$ cat src/rtl/pc_pkg.sv
// Shared constants for the PC pipeline: reset PC, NOP bubble PC, fetch step.
package pc_pkg;

  localparam logic [31:0] RESET_PC_DEFAULT  = 32'h0100_0000;
  localparam logic [31:0] BUBBLE_PC_DEFAULT = 32'h0000_0073;
  localparam int unsigned PC_INCR           = 4;

endpackage

$ cat src/rtl/pc_stage_reg.sv
// One pipeline slot: PC plus valid flag with hold, bubble and load behaviour.
// Priority is reset, then bubble, then hold, then load.
module pc_stage_reg #(
  parameter int             XLEN        = 32,
  parameter logic [XLEN-1:0] RESET_PC   = '0,
  parameter logic [XLEN-1:0] BUBBLE_PC  = '0,
  parameter bit             RESET_VALID = 1'b0
) (
  input  logic            clock,
  input  logic            reset,
  input  logic            hold,
  input  logic            bubble,
  input  logic [XLEN-1:0] d_pc,
  input  logic            d_valid,
  output logic [XLEN-1:0] pc,
  output logic            valid
);

  // Slot register: squash to the bubble PC, keep the current value, or load.
  always_ff @(posedge clock) begin
    if (reset) begin
      pc    <= RESET_PC;
      valid <= RESET_VALID;
    end else if (bubble) begin
      pc    <= BUBBLE_PC;
      valid <= 1'b0;
    end else if (!hold) begin
      pc    <= d_pc;
      valid <= d_valid;
    end
  end

endmodule

$ cat src/rtl/pc_pipeline.sv
// PC pipeline: fetch PC generation plus NSTAGES registered PC/valid slots
// with redirect (squash young stages) and stall (hold front, insert bubble).
module pc_pipeline
  import pc_pkg::*;
#(
  parameter int              XLEN        = 32,
  parameter int              NSTAGES     = 5,
  parameter logic [XLEN-1:0] RESET_PC    = XLEN'(RESET_PC_DEFAULT),
  parameter int              KILL_DEPTH  = 2,
  parameter int              STALL_STAGE = 1,
  parameter logic [XLEN-1:0] BUBBLE_PC   = XLEN'(BUBBLE_PC_DEFAULT)
) (
  input  logic                    clock,
  input  logic                    reset,
  input  logic                    redirect,
  input  logic [XLEN-1:0]         redirect_target,
  input  logic                    stall,
  output logic [NSTAGES*XLEN-1:0] pc_out,
  output logic [NSTAGES-1:0]      valid_out,
  output logic [15:0]             redirect_cnt
);

  // Elaboration-time parameter legality checks.
  if (NSTAGES < 2 || NSTAGES > 8) begin : g_bad_nstages
    $error("pc_pipeline: NSTAGES must be within 2..8");
  end
  if (KILL_DEPTH < 1 || KILL_DEPTH > NSTAGES - 1) begin : g_bad_kill_depth
    $error("pc_pipeline: KILL_DEPTH must be within 1..NSTAGES-1");
  end
  if (STALL_STAGE < 0 || STALL_STAGE > NSTAGES - 2) begin : g_bad_stall_stage
    $error("pc_pipeline: STALL_STAGE must be within 0..NSTAGES-2");
  end
  if (XLEN < 3) begin : g_bad_xlen
    $error("pc_pipeline: XLEN must be at least 3");
  end

  logic [XLEN-1:0]    stage_pc   [NSTAGES];
  logic [XLEN-1:0]    stage_d_pc [NSTAGES];
  logic [NSTAGES-1:0] stage_valid;
  logic [NSTAGES-1:0] stage_d_valid;
  logic [NSTAGES-1:0] stage_hold;
  logic [NSTAGES-1:0] stage_bubble;
  logic [15:0]        redirect_cnt_reg;

  // Redirect targets are word aligned; the low two bits are dropped.
  logic unused_target_bits;
  assign unused_target_bits = ^redirect_target[1:0];

  for (genvar gi = 0; gi < NSTAGES; gi++) begin : g_stage
    if (gi == 0) begin : g_fetch
      // Fetch: redirect wins over stall; otherwise step by one instruction.
      assign stage_d_pc[gi]    = redirect ? {redirect_target[XLEN-1:2], 2'b00}
                                          : stage_pc[gi] + XLEN'(PC_INCR);
      assign stage_d_valid[gi] = 1'b1;
      assign stage_hold[gi]    = stall & ~redirect;
      assign stage_bubble[gi]  = 1'b0;
    end else begin : g_later
      localparam bit KILLED   = (gi <= KILL_DEPTH);
      localparam bit HELD     = (gi <= STALL_STAGE);
      localparam bit BUB_SLOT = (gi == STALL_STAGE + 1);
      assign stage_d_pc[gi]    = stage_pc[gi-1];
      assign stage_d_valid[gi] = stage_valid[gi-1];
      assign stage_hold[gi]    = ~redirect & stall & HELD;
      assign stage_bubble[gi]  = (redirect & KILLED) | (~redirect & stall & BUB_SLOT);
    end

    pc_stage_reg #(
      .XLEN        (XLEN),
      .RESET_PC    (RESET_PC),
      .BUBBLE_PC   (BUBBLE_PC),
      .RESET_VALID (gi == 0)
    ) u_stage (
      .clock   (clock),
      .reset   (reset),
      .hold    (stage_hold[gi]),
      .bubble  (stage_bubble[gi]),
      .d_pc    (stage_d_pc[gi]),
      .d_valid (stage_d_valid[gi]),
      .pc      (stage_pc[gi]),
      .valid   (stage_valid[gi])
    );

    assign pc_out[gi*XLEN +: XLEN] = stage_pc[gi];
  end

  // Saturating count of accepted redirects.
  always_ff @(posedge clock) begin
    if (reset) begin
      redirect_cnt_reg <= 16'h0000;
    end else if (redirect && redirect_cnt_reg != 16'hFFFF) begin
      redirect_cnt_reg <= redirect_cnt_reg + 16'h0001;
    end
  end

  assign valid_out    = stage_valid;
  assign redirect_cnt = redirect_cnt_reg;

endmodule

$ cat config.mk
export PLATFORM = sky130hd
export DESIGN_NAME = pc_pipeline
export DESIGN_NICKNAME = d
export VERILOG_FILES = /design/src/rtl/pc_pkg.sv /design/src/rtl/pc_stage_reg.sv /design/src/rtl/pc_pipeline.sv
export SDC_FILE = /design/constraint.sdc
export NUM_CORES = 1
export LEC_CHECK = 0
export ABC_AREA = 1
export BUFFER_PORTS_ARGS = -buffer_cell sky130_fd_sc_hd__buf_2
export CORE_ASPECT_RATIO = 0.6
export CORE_UTILIZATION = 55
export CTS_CLUSTER_DIAMETER = 50
export DETAILED_ROUTE_END_ITERATION = 8
export GPL_TIMING_DRIVEN = 0
export PLACE_DENSITY = 0.87
export SLEW_MARGIN = 10
export SYNTH_ARGS = -nofsm -noshare
export SYNTH_HDL_FRONTEND = slang
export SYNTH_HIERARCHICAL = 1
export SYNTH_SLANG_ARGS = --single-unit
$ cat constraint.sdc
create_clock -name clock -period 3.85 [get_ports clock]
set_clock_uncertainty 0.1 [all_clocks]
set_input_delay 0 -clock clock [delete_from_list [all_inputs] [get_ports clock]]
set_output_delay 0 -clock clock [all_outputs]
set_load 0.01 [all_outputs]
==> metrics.cfg, run 1 <==
[outcome]
outcome=finished, final reports clean

[sta]
max_clock_freq_mhz=370
timing.final.crit_share_pct=70.3
hold_viol=0
worst_pin_slew_ns=0.681
worst_hold_slack_ns=0.0180
tns_ns=0
rsz0062_at_grt=false
period_needed_ns=2.71
setup_violations=0
drv_slew=0
slew_headroom_pct=54.6

[synthesis]
yosysTopAreaCell=dfxtp_1
async_flop_share_pct=0
yosys_warnings=6
ys_seq_area_share_pct=44.7
synth_cells=1205
ys.flop_type=dfxtp_1
ys_ff_latch=181
ys_types=29
synth_edf_count=0
avgSynthCellArea_um2=6.73
yosysTopAreaCellShare_pct=44.7
synth_area_leaders=dfxtp_1, nand2_1, a21oi_1
yosysMostFrequentCell=nand2_1
synth_top_cells_by_count=nand2_1, dfxtp_1, a21oi_1
synth_area_mm2=0.00811

[clock_tree]
cts_root_buf=clkbuf_16
htreeDepth=4
clk_pin_slew_ns=0.07
insertion_delay_ns=0.44
cts_max_path_buffers=2
cts_tree=built
clock-sinks=181
cts_setup_buffers=0
cts_buffers=17

[die]
die_height_um=96.1
ios=217
die_area_mm2=0.0153
dieWidth_um=159
row_count=33
start_util_pct=57.8
core_area_mm2=0.0140

[grt]
grt_first_pass_wirelength_mm=37.7
grt_max_degree=20
first_global_vias=7539
antenna_found_initial=0
overflow=0
grt_use_total_pct=31.5

[layout]
fillers=1156
largest_reg_flops=160
drive_gt1_share_pct=22.3
multi_input_area_mm2=0.00392
instances_no_fill=1694
area_delta_synth_final_pct=28.4
fin_nets=1527
seqCellArea_mm2=0.00362
antenna_cells=0
design_area_mm2=0.0104

[setup_path]
end_kind=flip-flop
crit_fanout=7
path_class=reg2reg
cp.arrival_ns=2.92
crit_start=g_stage[0].u_stage/pc[2]$_SDFFE_PP0N_
regToRegStartpoint=g_stage[0].u_stage/pc[2]$_SDFFE_PP0N_
start_kind=flip-flop
critical_path_required_ns=4.06

[placement]
dp.cells=1628
io_buffers=214
dp_hpwl_mm=18.1
gp_congestion=0.977
post_dp_cell_area_mm2=0.00949

[route]
drcViolationCount=0
drt-initial-drc-count=861
vias_per_cell=5.18
wl_per_cell_um=14.3
firstDrtPassIters=6
route.antenna.remaining_nets=0
via_count=8770
wl_mm=24.3

[hold_path]
hp-class=in2reg
holdCritStartpoint=redirect_target[4]

[power]
ir_drop_uv=248
p_leak_nw=4.70
power_density_mw_per_mm2=390

[run]
maxCapViolCount=0

[repair_timing]
item | 4_1_cts | 5_1_grt
hold buffers | 34 | 0
hold endpoints to repair | 68 | 0
gates resized for setup | 0 | 0
setup endpoints to repair | 0 | 0
[stage by stage]
stage	utilization [%]	total power, mW	setup WS (ns)
after floorplan	-	2.20	2.16
after global placement	67.6	2.32	1.86
after detailed placement	67.6	2.32	1.82
after CTS	74.2	4.05	1.25
after global routing	74.2	4.19	1.01
final	74.2	4.06	1.14
[report_power, final]
| part | switching (mW) | internal [mW] |
|---|---|---|
| registers | 0.0515 | 1.91 |
| logic | 0.228 | 0.140 |
| clock network | 0.853 | 0.873 |
[placed cells by master (no fill, tap or decap), types with 17 or more instances in the layout]
| cell | Yosys | routed |
|---|---|---|
| a21oi_1 | 134 | 134 |
| dlygate4sd3_1 | 0 | 34 |
| nand3_1 | 52 | 52 |
| inv_1 | 77 | 77 |
| nor2_1 | 133 | 133 |
| buf_2 | 19 | 233 |
| clkbuf_16 | 0 | 17 |
| dfxtp_1 | 181 | 181 |
| nand2_1 | 504 | 504 |
| conb_1 | 2 | 19 |
[area by class of cell]
cell class | count | share of cell area [%]
Inverter | 88 | 3.17
Clock inverter | 14 | 1.50
Buffer | 44 | 2.93
Multi-Input combinational cell | 909 | 37.6
Sequential cell | 181 | 34.8
Clock buffer | 18 | 4.12
Tap cell | 192 | 2.31
Timing Repair Buffer | 248 | 13.6
[cell families after synthesis]
family	after synthesis	share of synthesized area, %
DFF	181	44.7
adders and majority gates	2	0.308
buffers and inverters	132	7.84
other	2	0.0926
AOI/OAI and AO/OA	156	10.1
xor gates and xnor gates	5	0.540
and+or+nand+nor	727	36.4
[final timing paths]
| kind | endpoint | slack [ns] | depth (start not counted) |
|---|---|---|---|
| worst max-delay path | g_stage[0].u_stage/pc[24]$_SDFFE_PP1P_ | 1.14 | 11 |
| worst min-delay path | g_stage[0].u_stage/pc[4]$_SDFFE_PP0P_ | 0.02 | 7 |
| worst max register to register | g_stage[0].u_stage/pc[24]$_SDFFE_PP1P_ | 1.14 | 11 |
| worst min register to register | g_stage[3].u_stage/pc[29]$_SDFFE_PP0N_ | 0.38 | 2 |
[metal layers]
metal | global-route usage [%] | part of all wire, %
met1 | 43.7 | 46
met2 | 48.9 | 43
met5 | 0 | 0
met3 | 7.97 | 10
met4 | 8.33 | 1.2
[worst max-delay path, cell delays in order (launching register included)]
cell,delay [ns]
dfxtp_1,0.51
ha_1,0.24
nand2_1,0.11
nor2_4,0.22
nand2_1,0.13
nor2_2,0.21
nand3_1,0.09
nand3_1,0.17
nand2_1,0.10
nand2_1,0.08
nand3_1,0.07
dlygate4sd3_1,0.56
Note: power is estimated with default switching activity, not from simulation.
==> inputs of run 2 (changes only) <==
--- a/config.mk
+++ b/config.mk
@@ -8,11 +8,11 @@
 export ABC_AREA = 1
 export BUFFER_PORTS_ARGS = -buffer_cell sky130_fd_sc_hd__buf_2
 export CORE_ASPECT_RATIO = 0.6
-export CORE_UTILIZATION = 55
+export CORE_UTILIZATION = 53
 export CTS_CLUSTER_DIAMETER = 50
 export DETAILED_ROUTE_END_ITERATION = 8
 export GPL_TIMING_DRIVEN = 0
-export PLACE_DENSITY = 0.87
+export PLACE_DENSITY = 0.84
 export SLEW_MARGIN = 10
 export SYNTH_ARGS = -nofsm -noshare
 export SYNTH_HDL_FRONTEND = slang
==> constraint.sdc (replaced) <==
create_clock -name clock -period 2.5 [get_ports clock]
set_clock_uncertainty 0.1 [all_clocks]
set_input_delay 0 -clock clock [delete_from_list [all_inputs] [get_ports clock]]
set_output_delay 0 -clock clock [all_outputs]
set_load 0.01 [all_outputs]
==> run 2 against run 1 <==
Sequential cell count unchanged. Largest power group unchanged. Sequential share of layout area decreased by 0.071 points. Global-route usage decreased by 1.3 points. Routed wire length decreased by 1.9%. First-iteration DRC count decreased by 15%. Core utilization decreased by 3.3 points. Worst hold slack improved by 0.34 ns. Register-to-register slack got worse by 0.81 ns. Clock power increased by 56%. Via count decreased by 2.1%. Non-clock buffer count decreased by 1.
==> metrics.cfg, run 2 (synthesis results as in run 1) <==
[power]
power_density_mw_per_mm2=602  ; +54%
ir_drop_uv=442  ; +78%
p_leak_nw=4.71  ; +0.26%

[clock_tree]
cts_root_buf=clkbuf_16
insertion_delay_ns=0.42  ; -0.02 ns
cts_buffers=17  ; unchanged
clock-sinks=181  ; unchanged
htreeDepth=4  ; unchanged
post_cts_resized=0  ; unchanged
cts_max_path_buffers=2  ; unchanged
clk_pin_slew_ns=0.07  ; about the same
cts_tree=built

[route]
wl_per_cell_um=14.0  ; -2.2%
firstDrtPassIters=5  ; -1
via_count=8590  ; -2.1%
vias_per_cell=5.06  ; -2.3%
drcViolationCount=0  ; unchanged
drt-initial-drc-count=734  ; -15%
route.antenna.remaining_nets=0  ; unchanged
wl_mm=23.8  ; -1.9%

[grt]
grt_max_degree=21  ; +5.0%
first_global_vias=7786  ; +3.3%
grt_use_total_pct=30.2  ; -1.3 points
antenna_found_initial=0  ; unchanged
overflow=0  ; unchanged
grt_first_pass_wirelength_mm=38.2  ; +1.2%

[sta]
max_clock_freq_mhz=435
tns_ns=0  ; unchanged
slew_headroom_pct=54.2  ; -0.41 points
drv_slew=0  ; unchanged
setup_violations=0  ; unchanged
setup_slack_ns=0.199  ; -0.945 ns
rsz0062_at_grt=false
worst_pin_slew_ns=0.687  ; +0.00608 ns
period_needed_ns=2.30
hold_viol=0  ; unchanged
timing.final.crit_share_pct=92.1
worst_hold_slack_ns=0.359  ; +0.341 ns

[die]
ios=217  ; unchanged
start_util_pct=55.1  ; -2.7 points
die_height_um=97.8  ; +1.8%
die_area_mm2=0.0158  ; +3.7%
row_count=34  ; +3.0%
dieWidth_um=162  ; +1.8%
core_area_mm2=0.0147  ; +4.8%

[setup_path]
path_class=in2reg
critPathSlowestCell=buf_1
end_kind=flip-flop
cp.arrival_ns=2.54  ; -0.38 ns
crit_start=redirect
critical_path_required_ns=2.74  ; -1.32 ns
crit_top_cell=buf_2
crit_fanout=10  ; +3
slowest_delay_ns=0.56  ; about the same
ff2ff_setup_slack_ns=0.33  ; -0.81 ns
regToRegStartpoint=g_stage[0].u_stage/pc[2]$_SDFFE_PP0N_
path_cells=dlygate4sd3_1 -> buf_2 -> buf_2 -> inv_2 -> buf_1 -> nand2_1 -> inv_1 -> nand2_2 -> buf_2 -> a21oi_1
start_kind=input pin

[layout]
final_cell_mix=nand2_1, buf_2, dfxtp_1, a21oi_1, nor2_1
drive_gt1_share_pct=22.4  ; +0.081 points
area_delta_synth_final_pct=28.6
antenna_cells=0  ; unchanged
layout_commonest_cell=nand2_1
largest_reg_flops=160  ; unchanged
fin_nets=1526  ; -0.065%
fillers=1318  ; +14%

[placement]
gp_congestion=0.959  ; -1.8%
dp_hpwl_mm=18.0  ; -0.16%
io_buffers=214  ; unchanged
pre_cts_ws_ns=0.457  ; -1.36 ns

[hold_path]
hp-class=in2reg
holdCritStartpoint=redirect_target[24]

[run]
maxCapViolCount=0  ; unchanged

[outcome]
outcome=finished, final reports clean

==> run 2: cell types whose count changed in the layout (fill, tap and decap cells not counted) <==
cell / previous run / this run
inv_12: 0 / 2
clkinvlp_4: 1 / 0
inv_8: 5 / 4
dlygate4sd3_1: 34 / 33
clkbuf_8: 0 / 1
inv_6: 3 / 4
clkinv_4: 2 / 1
clkbuf_1: 5 / 4
==> run 2: final cells by class <==
type / count / area [µm²] / share of cell area [%]
Multi-Input combinational cell: 909 / 3920 / 37.5
Sequential cell: 181 / 3620 / 34.7
Timing Repair Buffer: 247 / 1400 / 13.4
Clock buffer: 18 / 439 / 4.21
Inverter: 88 / 330 / 3.17
Buffer: 44 / 305 / 2.93
Tap cell: 198 / 248 / 2.37
Clock inverter: 14 / 170 / 1.63
==> run 2: worst paths after layout <==
check,to,cells after the start
setup reg to reg,g_stage[0].u_stage/pc[24]$_SDFFE_PP1P_,10
setup / recovery,g_stage[2].u_stage/pc[7]$_SDFFE_PP0N_,10
hold reg to reg,g_stage[3].u_stage/pc[16]$_SDFFE_PP0N_,2
hold / removal,g_stage[0].u_stage/pc[24]$_SDFFE_PP1P_,6
==> run 2: critical path: cells and delay by family <==
kind / cells / cell delay (ns)
AND/OR/NAND/NOR: 2 / 0.35
buffers and inverters: 7 / 2.03
AO/OA/AOI/OAI: 1 / 0.15
==> run 2: repair_timing <==
action / CTS / global route
buffers inserted: 0 / 0
endpoints found under the hold margin: 66 / 0
hold buffers: 33 / 0
==> run 2: through the flow <==
stage               utilization (%)  power [mW]  cell area [µm²]  instances
floorplan                         -        3.39             8180       1222
global placement               64.5        3.56             9490       1634
detailed placement             64.5        3.58             9490       1634
CTS                            70.9        6.29            10400       1699
global route                   70.9        6.52            10400       1699
finish                         70.9        6.28            10400       1699
==> run 2: per-layer routing <==
metal | track usage, % | up-vias | routed length, µm
met1 | 42.7 | 3882 | 11200
met5 | 0 | - | 0
li1 | - | 4314 | -
met4 | 6.46 | 0 | 248
met3 | 8.03 | 32 | 2280
met2 | 46.1 | 362 | 10100
==> run 2: power breakdown <==
part           switching (mW)  leakage, nW  internal [mW]
Combinational           0.344         2.94          0.213
Sequential             0.0789         1.47           2.94
Clock                    1.30        0.298           1.40
==> inputs of run 3 (changes only) <==
--- a/config.mk
+++ b/config.mk
@@ -5,7 +5,6 @@
 export SDC_FILE = /design/constraint.sdc
 export NUM_CORES = 1
 export LEC_CHECK = 0
-export ABC_AREA = 1
 export BUFFER_PORTS_ARGS = -buffer_cell sky130_fd_sc_hd__buf_2
 export CORE_ASPECT_RATIO = 0.6
 export CORE_UTILIZATION = 53
==> run 3 against run 2 <==
Worst hold slack worse by 0.32 ns. Die area is 0.82% higher. First-iteration DRC count is 43% lower. Core utilization is 0.067 points higher. Routed wire length is 11% lower. Synthesized cell count is 34% lower. Combinational power is 14% higher. Maximum frequency is 3.0% lower. Largest cell class unchanged. Highest routed layer unchanged.
==> metrics.cfg, run 3 <==
[outcome]
outcome=finished, final reports clean

[sta]
drv_slew=0  ; unchanged
period_needed_ns=2.37  ; +0.0705 ns
setup_slack_ns=0.128  ; -0.0705 ns
max_clock_freq_mhz=422  ; -3.0%
slew_headroom_pct=53.5  ; -0.67 points
hold_viol=0  ; unchanged
worst_hold_slack_ns=0.0426  ; -0.316 ns
tns_ns=0  ; unchanged
rsz0062_at_grt=false
setup_violations=0  ; unchanged
worst_pin_slew_ns=0.697  ; +0.0101 ns
timing.final.crit_share_pct=94.9  ; +2.8 points

[synthesis]
yosysTopAreaCell=dfxtp_1
avgSynthCellArea_um2=10.3  ; +53%
synth_area_leaders=dfxtp_1, mux2i_1, nor2_2
yosysTopAreaCellShare_pct=44.3  ; -0.37 points
async_flop_share_pct=0  ; unchanged
synth_area_mm2=0.00818  ; +0.83%
yosys_warnings=6  ; unchanged
ys_seq_area_share_pct=44.3  ; -0.37 points
ys_ff_latch=181  ; unchanged
ys.flop_type=dfxtp_1
synth_cells=796  ; -34%
yosysMostFrequentCell=dfxtp_1
ys_types=49  ; +69%
synth_top_cells_by_count=dfxtp_1, mux2i_1, nor2_2
synth_edf_count=0  ; unchanged

[setup_path]
critical_path_cell_count=8  ; -2
crit_start=g_stage[0].u_stage/pc[2]$_SDFFE_PP0N_
crit_fanout=10  ; unchanged
reg2reg_depth=8  ; -2
critical_path_required_ns=2.77  ; +0.03 ns
start_kind=flip-flop
endpoint=g_stage[0].u_stage/pc[26]$_SDFFE_PP0N_
critPathSlowestCell=dfxtp_1
regToRegStartpoint=g_stage[0].u_stage/pc[2]$_SDFFE_PP0N_
ff2ff_setup_slack_ns=0.13  ; -0.20 ns
r2r_end=g_stage[0].u_stage/pc[26]$_SDFFE_PP0N_
path_cells=ha_2 -> and3_2 -> nand4_4 -> buf_6 -> or4_1 -> a31oi_1 -> mux2i_1 -> nor2_1
end_kind=flip-flop
crit_buf_inv=1  ; -6
path_class=reg2reg
cp.arrival_ns=2.64  ; +0.10 ns
critical-path-top-delay-family=simple AND/OR/NAND/NOR gates
slowest_delay_ns=0.48  ; -0.08 ns

[layout]
area_delta_synth_final_pct=28.1
largest_reg_flops=160  ; unchanged
drive_gt1_share_pct=36.7  ; +14 points
final_cell_mix=buf_2, dfxtp_1, mux2i_1, nor2_2, nor2_1
fin_nets=1111  ; -27%
layout_commonest_cell=buf_2
antenna_cells=0  ; unchanged
design_area_mm2=0.0105  ; +0.38%

[clock_tree]
clk_pin_slew_ns=0.08  ; about the same
htreeDepth=4  ; unchanged
clock-sinks=181  ; unchanged
cts_root_buf=clkbuf_16
insertion_delay_ns=0.42  ; about the same
cts_setup_buffers=0  ; unchanged
cts_tree=built
cts_buffers=17  ; unchanged
cts_max_path_buffers=2  ; unchanged

[run]
maxCapViolCount=0  ; unchanged

[placement]
dp_hpwl_mm=15.5  ; -14%
post_dp_cell_area_mm2=0.00954  ; +0.51%
pre_cts_ws_ns=0.159  ; -0.297 ns
gp_congestion=0.825  ; -14%
io_buffers=214  ; unchanged

[route]
firstDrtPassIters=4  ; -1
drt-initial-drc-count=415  ; -43%
route.antenna.remaining_nets=0  ; unchanged
via_count=6832  ; -20%
wl_mm=21.1  ; -11%
drcViolationCount=0  ; unchanged
wl_per_cell_um=16.4  ; +17%
vias_per_cell=5.32  ; +5.2%

[power]
power_density_mw_per_mm2=610  ; +1.4%
p_leak_nw=4.67  ; -0.84%
ir_drop_uv=445  ; +0.64%
total_power_mw=6.39  ; +1.8%

[die]
core_area_mm2=0.0148  ; +0.29%
die_area_mm2=0.0159  ; +0.82%
dieWidth_um=162  ; +0.41%
row_count=34  ; unchanged
ios=217  ; unchanged
start_util_pct=55.4  ; +0.30 points
die_height_um=98.2  ; +0.41%

[grt]
grt_use_total_pct=26.7  ; -3.4 points
grt_first_pass_wirelength_mm=33.4  ; -12%
grt_max_degree=38  ; +81%
overflow=0  ; unchanged
antenna_found_initial=0  ; unchanged
first_global_vias=6280  ; -19%

[hold_path]
hp-class=in2reg

run 3: changes by cell type after synthesis, moves of 69 or more:
cell,change
a21oi_1,-99
inv_1,-69
mux2i_1,+166
nand2_1,-478
nor2_1,-79
nor2_2,+86
run 3: per-layer routing:
metal  GRT usage [%]  wire (µm)  part of all wire [%]  vias up
li1                -          -                     -     3344
met1            39.2      10400                    49     3249
met2            39.3       9020                    43      222
met3            6.07       1430                   6.8       17
met4            6.60        201                  0.95        0
met5               0          0                     0        -
run 3: cell type report:
| class | instances | area (µm²) |
|---|---|---|
| fillers | 1173 | 4290 |
| multi-input cells | 571 | 4070 |
| flip-flops and latches | 181 | 3620 |
| repair buffers | 246 | 1390 |
| plain buffers | 48 | 509 |
| clock buffers | 17 | 425 |
| well taps | 198 | 248 |
| clock inverters | 15 | 181 |
| inverters | 8 | 30.0 |
run 3: power breakdown:
part           leakage [nW]  switching, mW  total [mW]  internal (mW)
Clock                 0.300           1.28        2.73           1.45
Combinational          2.90          0.335       0.633          0.299
Sequential             1.47         0.0803        3.03           2.95
run 3: logic make-up after synthesis:
| logic type | after synthesis | synth area share (%) |
|---|---|---|
| AND/OR/NAND/NOR | 275 | 19.4 |
| flip-flops | 181 | 44.3 |
| multiplexers | 168 | 20.6 |
| AO/OA/AOI/OAI | 95 | 6.87 |
| buffers and inverters | 56 | 6.58 |
| XOR/XNOR | 17 | 1.82 |
| adder cells (fa/ha/maj) | 2 | 0.306 |
| other | 2 | 0.0918 |
run 3: repair_timing:
action	in CTS	in global routing
hold buffers	32	0
hold endpoints to repair	46	0
gates resized for setup	0	2
setup endpoints to repair	0	52
run 3: per-stage QoR:
stage | util [%] | std cells
global route | 71.0 | 1284
detailed placement | 64.6 | 1220
finish | 71.0 | 1284
global placement | 64.6 | 1220
floorplan | - | 808
CTS | 70.9 | 1284
run 3: worst min-delay path by stage:
| stage | from | endpoint | slack [ns] | cells past startpoint |
|---|---|---|---|---|
| final | reset | g_stage[3].u_stage/pc[5]$_SDFFE_PP0P_ | 0.04 | 2 |
| after global routing | reset | g_stage[1].u_stage/pc[6]$_SDFFE_PP0P_ | 0.06 | 2 |
| after CTS | reset | g_stage[3].u_stage/pc[5]$_SDFFE_PP0P_ | 0.02 | 2 |
| after detailed placement | stall | g_stage[2].u_stage/pc[24]$_SDFFE_PP1P_ | 0.23 | 3 |
| after global placement | stall | g_stage[2].u_stage/pc[24]$_SDFFE_PP1P_ | 0.22 | 3 |
| after floorplan | reset | g_stage[0].u_stage/pc[0]$_SDFFE_PP0P_ | -0.03 | 1 |
